[src/rtl/imem_pkg.sv]
// Shared constants and state encoding for the
// instruction-memory port arbiter.
package imem_pkg;

  localparam int IMEM_ADDR_W = 16;
  localparam int IMEM_DATA_W = 16;
  localparam int IMEM_DEPTH  = 256;
  localparam int IMEM_STARVE = 4;

  localparam logic [15:0] NOP_INSTR = 16'h0800;

  typedef enum logic [1:0] {
    IDLE  = 2'd0,
    FETCH = 2'd1,
    LOAD  = 2'd2
  } imem_state_t;

endpackage

[src/rtl/imem_starve_cnt.sv]
// Saturating loader-starvation counter.
// sat forces the loader ahead of fetch.
module imem_starve_cnt #(
  parameter int MAX = 4
) (
  input  logic clk,
  input  logic rst,
  input  logic inc,
  input  logic clr,
  output logic sat
);

  localparam int W = $clog2(MAX + 1);

  logic [W-1:0] cnt;

  assign sat = (cnt == W'(MAX));

  // Count fetch wins over a pending loader
  always_ff @(posedge clk or negedge rst) begin
    if (!rst) begin
      cnt <= '0;
    end else if (clr) begin
      cnt <= '0;
    end else if (inc && !sat) begin
      cnt <= cnt + 1'b1;
    end
  end

endmodule

[src/rtl/imem_port_arbiter.sv]
// Shares the single imem port between fetch and loader.
// Optional IMEM_LOCK_EN adds ld_lock for exclusive loader access.
module imem_port_arbiter
  import imem_pkg::*;
#(
  parameter int ADDR_W     = IMEM_ADDR_W,
  parameter int DATA_W     = IMEM_DATA_W,
  parameter int DEPTH      = IMEM_DEPTH,
  parameter int STARVE_MAX = IMEM_STARVE,
  localparam int MA_W      = $clog2(DEPTH)
) (
  input  logic              clk,
  input  logic              rst,
`ifdef IMEM_LOCK_EN
  input  logic              ld_lock,
`endif
  input  logic              if_req,
  input  logic [ADDR_W-1:0] if_addr,
  output logic              if_gnt,
  output logic              if_stall,
  output logic              if_valid,
  output logic [DATA_W-1:0] if_data,
  input  logic              ld_req,
  input  logic              ld_we,
  input  logic [ADDR_W-1:0] ld_addr,
  input  logic [DATA_W-1:0] ld_wdata,
  output logic              ld_gnt,
  output logic              ld_valid,
  output logic [DATA_W-1:0] ld_rdata,
  output logic              ld_err,
  output logic [MA_W-1:0]   mem_addr,
  output logic              mem_we,
  output logic [DATA_W-1:0] mem_wdata,
  input  logic [DATA_W-1:0] mem_rdata
);

  imem_state_t     state_q;
  imem_state_t     state_d;
  logic            lock;
  logic            sat;
  logic            if_ok;
  logic            ld_ok;
  logic [MA_W-1:0] addr_q;

`ifdef IMEM_LOCK_EN
  assign lock = ld_lock;
`else
  assign lock = 1'b0;
`endif

  assign if_ok = (if_addr < ADDR_W'(DEPTH));
  assign ld_ok = (ld_addr < ADDR_W'(DEPTH));

  imem_starve_cnt #(
    .MAX (STARVE_MAX)
  ) u_starve (
    .clk (clk),
    .rst (rst),
    .inc (if_gnt & ld_req),
    .clr (ld_gnt | ~ld_req | lock),
    .sat (sat)
  );

  // Fetch wins contention unless the loader has starved
  always_comb begin
    if_gnt   = if_req & ~lock & ~(ld_req & sat);
    ld_gnt   = ld_req & ~if_gnt;
    if_stall = if_req & ~if_gnt;
  end

  // Drive the memory port; address holds when idle
  always_comb begin
    mem_addr  = addr_q;
    mem_we    = ld_gnt & ld_we & ld_ok;
    mem_wdata = ld_wdata;
    unique case (1'b1)
      if_gnt:  mem_addr = if_addr[MA_W-1:0];
      ld_gnt:  mem_addr = ld_addr[MA_W-1:0];
      default: mem_addr = addr_q;
    endcase
  end

  // Next state records who owned the port
  always_comb begin
    state_d = IDLE;
    unique case (1'b1)
      if_gnt:  state_d = FETCH;
      ld_gnt:  state_d = LOAD;
      default: state_d = IDLE;
    endcase
  end

  // State and held address registers
  always_ff @(posedge clk or negedge rst) begin
    if (!rst) begin
      state_q <= IDLE;
      addr_q  <= '0;
    end else begin
      state_q <= state_d;
      addr_q  <= mem_addr;
    end
  end

  // Capture read return at the grant edge
  always_ff @(posedge clk or negedge rst) begin
    if (!rst) begin
      if_data  <= '0;
      ld_rdata <= '0;
      ld_err   <= 1'b0;
    end else begin
      if (if_gnt) begin
        if_data <= if_ok ? mem_rdata
                         : DATA_W'(NOP_INSTR);
      end
      if (ld_gnt) begin
        ld_rdata <= (ld_we || !ld_ok) ? '0
                                      : mem_rdata;
      end
      ld_err <= ld_gnt & ~ld_ok;
    end
  end

  assign if_valid = (state_q == FETCH);
  assign ld_valid = (state_q == LOAD);

endmodule
[config.mk]
export PLATFORM = sky130hd
export DESIGN_NAME = imem_port_arbiter
export DESIGN_NICKNAME = d
export VERILOG_FILES = /design/src/rtl/imem_pkg.sv /design/src/rtl/imem_starve_cnt.sv /design/src/rtl/imem_port_arbiter.sv
export SDC_FILE = /design/constraint.sdc
export NUM_CORES = 1
export LEC_CHECK = 0
export ABC_CLOCK_PERIOD_IN_PS = 2600
export CORE_MARGIN = 1
export CORE_UTILIZATION = 37
export CTS_CLUSTER_SIZE = 40
export DETAILED_ROUTE_END_ITERATION = 16
export PLACE_DENSITY = 0.85
export SLEW_MARGIN = 30
export SYNTH_ARGS = -nofsm -noshare
export SYNTH_HDL_FRONTEND = slang
export SYNTH_SLANG_ARGS = --single-unit
[constraint.sdc]
create_clock -name clk -period 2.6 [get_ports clk]
set_clock_uncertainty 0.2 [all_clocks]
set_input_delay 0.52 -clock clk [delete_from_list [all_inputs] [get_ports clk]]
set_output_delay 0.52 -clock clk [all_outputs]
set_load 0.02 [all_outputs]
==> results.sh, run 1 <==
export IMPL_status="finished clean"
export IMPL_drive_gt1_frac=0.212
export IMPL_worst_slew_pin_slew_ns=0.596
export IMPL_regToRegSetupSlack_ns=0.93
export IMPL_seq_area_frac_synth=0.522
export IMPL_grt_overflow=0
export IMPL_synth_top_area_frac=0.522
export IMPL_p_leak_nw=1.45
export IMPL_synth_seq_cells=46
export IMPL_worstSetupEndpointType="output pin"
export IMPL_die_area_mm2=0.00628
export IMPL_synth_top_area_cell="dfrtp_1"
export IMPL_max_slew_margin=0.603
export IMPL_r2r_start="u_starve.cnt[0]"
export IMPL_drc=0
export IMPL_syn_num_nets=270
export IMPL_ios=132
export IMPL_drt_iter0_drc=93
export IMPL_hold_path_class="in2async"
export IMPL_drtAntennaViolNets=0
export IMPL_portBuffers=99
export IMPL_max_freq_mhz=401
export IMPL_path_class="reg2out"
export IMPL_setup_ws_ns=0.103
export IMPL_syn2layout_area_growth_pct=54.4
export IMPL_dieHeight_um=79.2
export IMPL_core_area_mm2=0.00564
export IMPL_routedWlPerCell_um=17.0
export IMPL_cts_clk_slew_worst_paths_ns=0.08
export IMPL_post_synth_top_count_cell="dfrtp_1"
export IMPL_dp_final_hpwl_um=4310
export IMPL_vdd_drop_max_uv=259
export IMPL_synthFlopType="dfrtp_1"
export IMPL_grt_pass1_vias=2017
export IMPL_n_antenna_cell=0
export IMPL_clk_insertion_delay_late_ns=0.29
export IMPL_numCtsBuffers=5
export IMPL_cts_buffer_depth=2
export IMPL_gr_usage_all_layers=0.207
export IMPL_routed_wl_um=6220
export IMPL_tns_ns=0
export IMPL_seqCellArea_mm2=0.00115
export IMPL_routed_via_density=5.19
export IMPL_setup_viol=0
export IMPL_cp_arrival_ns=1.78
export IMPL_power_total_mw=1.53
export IMPL_cp_max_fo=5
export IMPL_die_w_um=79.2
export IMPL_antenna_found_initial=0
export IMPL_root_buffer="clkbuf_8"
export IMPL_synth_area_leaders="dfrtp_1 (52%), nand3_1 (9.3%), o2bb2ai_1 (8.3%), o2bb2ai_2 (6.8%), buf_4 (5.4%)"
export IMPL_synth_cells=199
export IMPL_synthTopCellsByCount="dfrtp_1 (46), nand3_1 (41), o2bb2ai_1 (21)"
export IMPL_finalHoldViolations=0
export IMPL_synth_edff_count=0
export IMPL_place_gp_congestion=0.742
export IMPL_r2r_cells=8
export IMPL_power_density_mw_per_mm2=450
export IMPL_cp_start_kind="register"
export IMPL_cp_data_required_time_ns=1.88
export IMPL_multi_input_area_um2=886
export IMPL_pre_cts_slack_ns=-0.402
export IMPL_htreeDepth=2
export IMPL_drv_cap=0
export IMPL_syn_area_mm2=0.00221
export IMPL_period_minus_slack_ns=2.50
export IMPL_start_util=0.391
export IMPL_reg2reg_to="if_data[11]"
export IMPL_fillers=465
export IMPL_dr_pass1_iters=5
export IMPL_cts_tree="done"
export IMPL_hold_slack_ns=0.108
export IMPL_ys_warn_count=0
export IMPL_grt_start_max_net_pins=47
export IMPL_synth_avg_cell_area_um2=11.1
export IMPL_numClockSinks=46
export IMPL_rows=27
export IMPL_vias=1893
export IMPL_fin_util=0.604
export IMPL_synth_async_reset_ratio=1.00
export IMPL_nets=363
export IMPL_slew_viol_final=0
export IMPL_ys_types=26
export IMPL_fin_crit_sh=0.960
export IMPL_grt_pass1_wl_um=9960
[how the worst max path moves through the flow]
| stage | startpoint | endpoint | slack (ns) |
|---|---|---|---|
| floorplan | u_starve.cnt[0] | mem_addr[0] | -0.04 |
| global placement | ld_req | mem_addr[4] | -0.34 |
| detailed placement | ld_req | mem_addr[0] | -0.40 |
| CTS | ld_req | mem_addr[0] | -0.06 |
| global route | u_starve.cnt[0] | if_gnt | -0.02 |
| finish | u_starve.cnt[0] | if_gnt | 0.10 |
[report_power, final]
part	switching, mW	internal (mW)
Sequential	0.00592	0.731
Combinational	0.129	0.138
Clock	0.243	0.287
Total	0.378	1.16
[cell usage in the layout (no fill, tap or decap), types with 2 or more instances in the layout]
cell | synthesis | layout
dfrtp_1 | 46 | 46
buf_2 | 4 | 2
nor2b_1 | 3 | 3
nand3_1 | 41 | 40
buf_4 | 16 | 24
a21oi_1 | 3 | 3
o2bb2ai_2 | 10 | 10
mux2i_1 | 8 | 8
clkbuf_8 | 0 | 5
dlygate4sd2_1 | 0 | 3
clkinvlp_4 | 0 | 2
nand2_2 | 0 | 2
o2bb2ai_1 | 21 | 21
clkdlybuf4s50_1 | 0 | 84
buf_6 | 1 | 2
nor4_4 | 0 | 2
inv_1 | 8 | 7
o21ai_1 | 0 | 2
o21ai_2 | 0 | 5
dlymetal6s2s_1 | 0 | 2
nor3_1 | 2 | 2
nor2_1 | 3 | 3
[kinds of logic (layout without fill, tap and decap cells)]
group                      Yosys count  after routing  share of synthesized area
AOI/OAI and AO/OA                   43             43                      0.181
and+or+nand+nor                     58             58                      0.136
xor gates and xnor gates             1              1                    0.00397
adders and majority gates            2              2                     0.0113
DFF                                 46             46                      0.522
buffers and inverters               41            135                      0.110
muxes                                8              8                     0.0363
[final cells by class]
class,instances,area share
timing repair buffer,119,0.333
multi-input combinational,112,0.260
clock buffer,6,0.0213
sequential,46,0.338
inverter,8,0.00992
clock inverter,2,0.0110
tap,72,0.0264
[timing repair]
action,CTS,global route
cloned,0,0
gates resized for setup,41,43
hold buffers,0,0
setup buffers,0,3
pin swaps,0,2
endpoints found under the setup margin,12,11
[through the flow]
step	cell area (µm²)	cells
5_1_grt	3410	365
3_5_place_dp	3200	354
4_1_cts	3320	362
3_3_place_gp	3200	354
2_1_floorplan	2210	199
6_report	3410	365
[metal layers]
metal  global-route usage  wire length [µm]  vias to the layer above
met3               0.0425               337                        6
met2                0.359              3200                       73
li1                     -                 -                      885
met1                0.259              2630                      929
met5                    0                 0                        -
met4               0.0582                51                        0
[sequential cells by signal, summed over array words and instances, names as in the netlist]
register / cells
ld_err: 1
u_starve.cnt: 3
ld_rdata: 16
addr_q: 8
if_data: 16
state_q: 2
[worst max-delay path, stage by stage, from the launching register on]
cell and delay [ns]:
dfrtp_1 0.41, inv_1 0.07, ha_2 0.18, nand3_2 0.09, nand2_2 0.10, clkinvlp_4 0.13
buf_4 0.18, dlygate4sd2_1 0.32
(Power assumes the default switching activity.)
==> inputs of run 2 (changes only) <==
PLACE_DENSITY = 0.83   (was 0.85)
==> results.sh, run 2 (synthesis gave the netlist of run 1 again) <==
export IMPL_grt_pass1_wl_um=9850
export IMPL_n_antenna_cell=0
export IMPL_routed_via_density=5.16
export IMPL_worst_slew_pin_slew_ns=0.274
export IMPL_htreeDepth=2
export IMPL_grt_pass1_vias=2011
export IMPL_path_class="reg2out"
export IMPL_hold_path_class="reg2reg"
export IMPL_syn2layout_area_growth_pct=52.7
export IMPL_path_delay_family="buffers and inverters"
export IMPL_grt_overflow=0
export IMPL_dp_final_hpwl_um=4430
export IMPL_die_w_um=79.2
export IMPL_r2r_cells=8
export IMPL_p_leak_nw=1.46
export IMPL_worstSetupEndpointType="output pin"
export IMPL_cp_arrival_ns=1.81
export IMPL_final_cell_mix="clkdlybuf4s50_1 (84), dfrtp_1 (46), nand3_1 (40), buf_4 (23), o2bb2ai_1 (21)"
export IMPL_routedWlPerCell_um=16.7
export IMPL_p_int_mw=1.15
export IMPL_comb_power_share=0.169
export IMPL_dieHeight_um=79.2
export IMPL_drt_iter0_drc=62
export IMPL_numClockSinks=46
export IMPL_cp_depth=8
export IMPL_period_minus_slack_ns=2.53
export IMPL_ios=132
export IMPL_clk_insertion_delay_late_ns=0.29
export IMPL_numCtsBuffers=5
export IMPL_root_buffer="clkbuf_8"
export IMPL_max_stage_delay_ns=0.41
export IMPL_seqPwrFrac=0.487
export IMPL_nets=366
export IMPL_vias=1900
export IMPL_drive_gt1_frac=0.209
export IMPL_die_area_mm2=0.00628
export IMPL_cp_max_fo=5
export IMPL_dpl_instance_area_mm2=0.00321
export IMPL_cts_buffer_depth=2
export IMPL_rows=27
export IMPL_pwr_share_clk=0.343
export IMPL_path_cells="inv_1 -> ha_1 -> nand3_2 -> nand2_2 -> clkinvlp_4 -> buf_2 -> o21ai_2 -> buf_4"
export IMPL_hold_slack_ns=0.277
export IMPL_grt_start_max_net_pins=22
export IMPL_fin_crit_sh=0.971
export IMPL_power_density_mw_per_mm2=449
export IMPL_gr_usage_all_layers=0.202
export IMPL_drtAntennaViolNets=0
export IMPL_largestRegisters="if_data (16), ld_rdata (16), addr_q (8)"
export IMPL_p_switching_mw=0.366
export IMPL_finalHoldViolations=0
export IMPL_final_common_cell="clkdlybuf4s50_1"
export IMPL_routed_wl_um=6150
export IMPL_cts_clk_slew_worst_paths_ns=0.08
export IMPL_min_path_cells=1
export IMPL_portBuffers=99
export IMPL_slew_viol_final=0
export IMPL_start_util=0.391
export IMPL_max_freq_mhz=396
export IMPL_cp_start_kind="register"
export IMPL_setup_ws_ns=0.0744
export IMPL_dr_pass1_iters=4
export IMPL_cp_data_required_time_ns=1.88
export IMPL_place_gp_congestion=0.739
export IMPL_antenna_found_initial=0
export IMPL_crit_buf_inv=4
export IMPL_fin_area_mm2=0.00337
export IMPL_drv_cap=0
export IMPL_cts_tree="done"
export IMPL_crit_slowest_cell="dfrtp_1"
export IMPL_pre_cts_slack_ns=-0.464
export IMPL_core_area_mm2=0.00564
export IMPL_setup_viol=0
export IMPL_max_slew_margin=0.816
export IMPL_swShare=0.242
export IMPL_drc=0
export IMPL_status="finished clean"
export IMPL_vdd_drop_max_uv=348
==> run 2: cell count changes in the layout (fill, tap and decap cells not counted), sizes merged <==
cell / delta
buf: +2
clkinvlp: -1
dlygate4sd3: +1
clkdlybuf4s15: -1
clkinv: +2
==> run 2: final timing paths <==
| kind | to | from | slack (ns) |
|---|---|---|---|
| max in group asynchronous | ld_rdata[7] | rst | 1.22 |
| worst max register to register | u_starve.cnt[1] | u_starve.cnt[0] | 0.82 |
| worst max-delay path | mem_addr[1] | u_starve.cnt[0] | 0.07 |
| min in group asynchronous | addr_q[5] | rst | 0.42 |
| worst min-delay path | u_starve.cnt[0] | u_starve.cnt[0] | 0.28 |
| worst min register to register | u_starve.cnt[0] | u_starve.cnt[0] | 0.28 |
==> run 2: repair_timing <==
item / CTS / global route
hold buffers: 1 / 0
endpoints found under the setup margin: 12 / 11
buffers inserted: 0 / 3
gates cloned: 0 / 0
endpoints found under the hold margin: 9 / 0
resized for setup: 38 / 31
==> run 2: per-stage QoR <==
step | total power [mW] | TNS (ns) | util | std cells
2_1_floorplan | 0.877 | -0.333 | - | 199
3_3_place_gp | 0.996 | -3.73 | 0.570 | 356
3_5_place_dp | 1.00 | -4.21 | 0.570 | 356
4_1_cts | 1.51 | -0.597 | 0.594 | 365
5_1_grt | 1.57 | -0.00853 | 0.597 | 368
6_report | 1.51 | 0 | 0.597 | 368
==> run 2: worst reg2reg max path: stages, from the launching register on <==
cell and delay [ns]:
dfrtp_1 0.41, inv_1 0.07, ha_1 0.19, nand3_2 0.11, nand2_2 0.12, clkinvlp_4 0.11, buf_2 0.18, buf_4 0.14
and3_1 0.16
==> run 2: final cells by class <==
type | instances | area [µm²]
inverters | 8 | 33.8
flip-flops and latches | 46 | 1150
multi-input cells | 112 | 851
fillers | 462 | 2270
well taps | 72 | 90.1
clock buffers | 5 | 68.8
clock inverters | 3 | 40.0
repair buffers | 122 | 1130
==> run 2: power by group through the flow <==
| stage | Clock, mW | Sequential, mW | Combinational (mW) |
|---|---|---|---|
| 3_3_place_gp | 0 | 0.750 | 0.246 |
| 3_5_place_dp | 0 | 0.751 | 0.251 |
| 2_1_floorplan | 0 | 0.752 | 0.124 |
| 5_1_grt | 0.559 | 0.739 | 0.276 |
| 6_report | 0.519 | 0.737 | 0.256 |
| 4_1_cts | 0.525 | 0.737 | 0.250 |
==> run 2: routing by layer <==
metal	track usage	up-vias	wire (µm)
li1	-	888	-
met1	0.251	926	2530
met2	0.347	75	3090
met3	0.0414	11	435
met4	0.0709	0	93
met5	0	-	0
==> inputs of run 3 (changes only) <==
CTS_CLUSTER_SIZE = not set   (was 40)
==> results of run 3 <==
No change in the layout: final DEF, timing and power equal those of run 2.
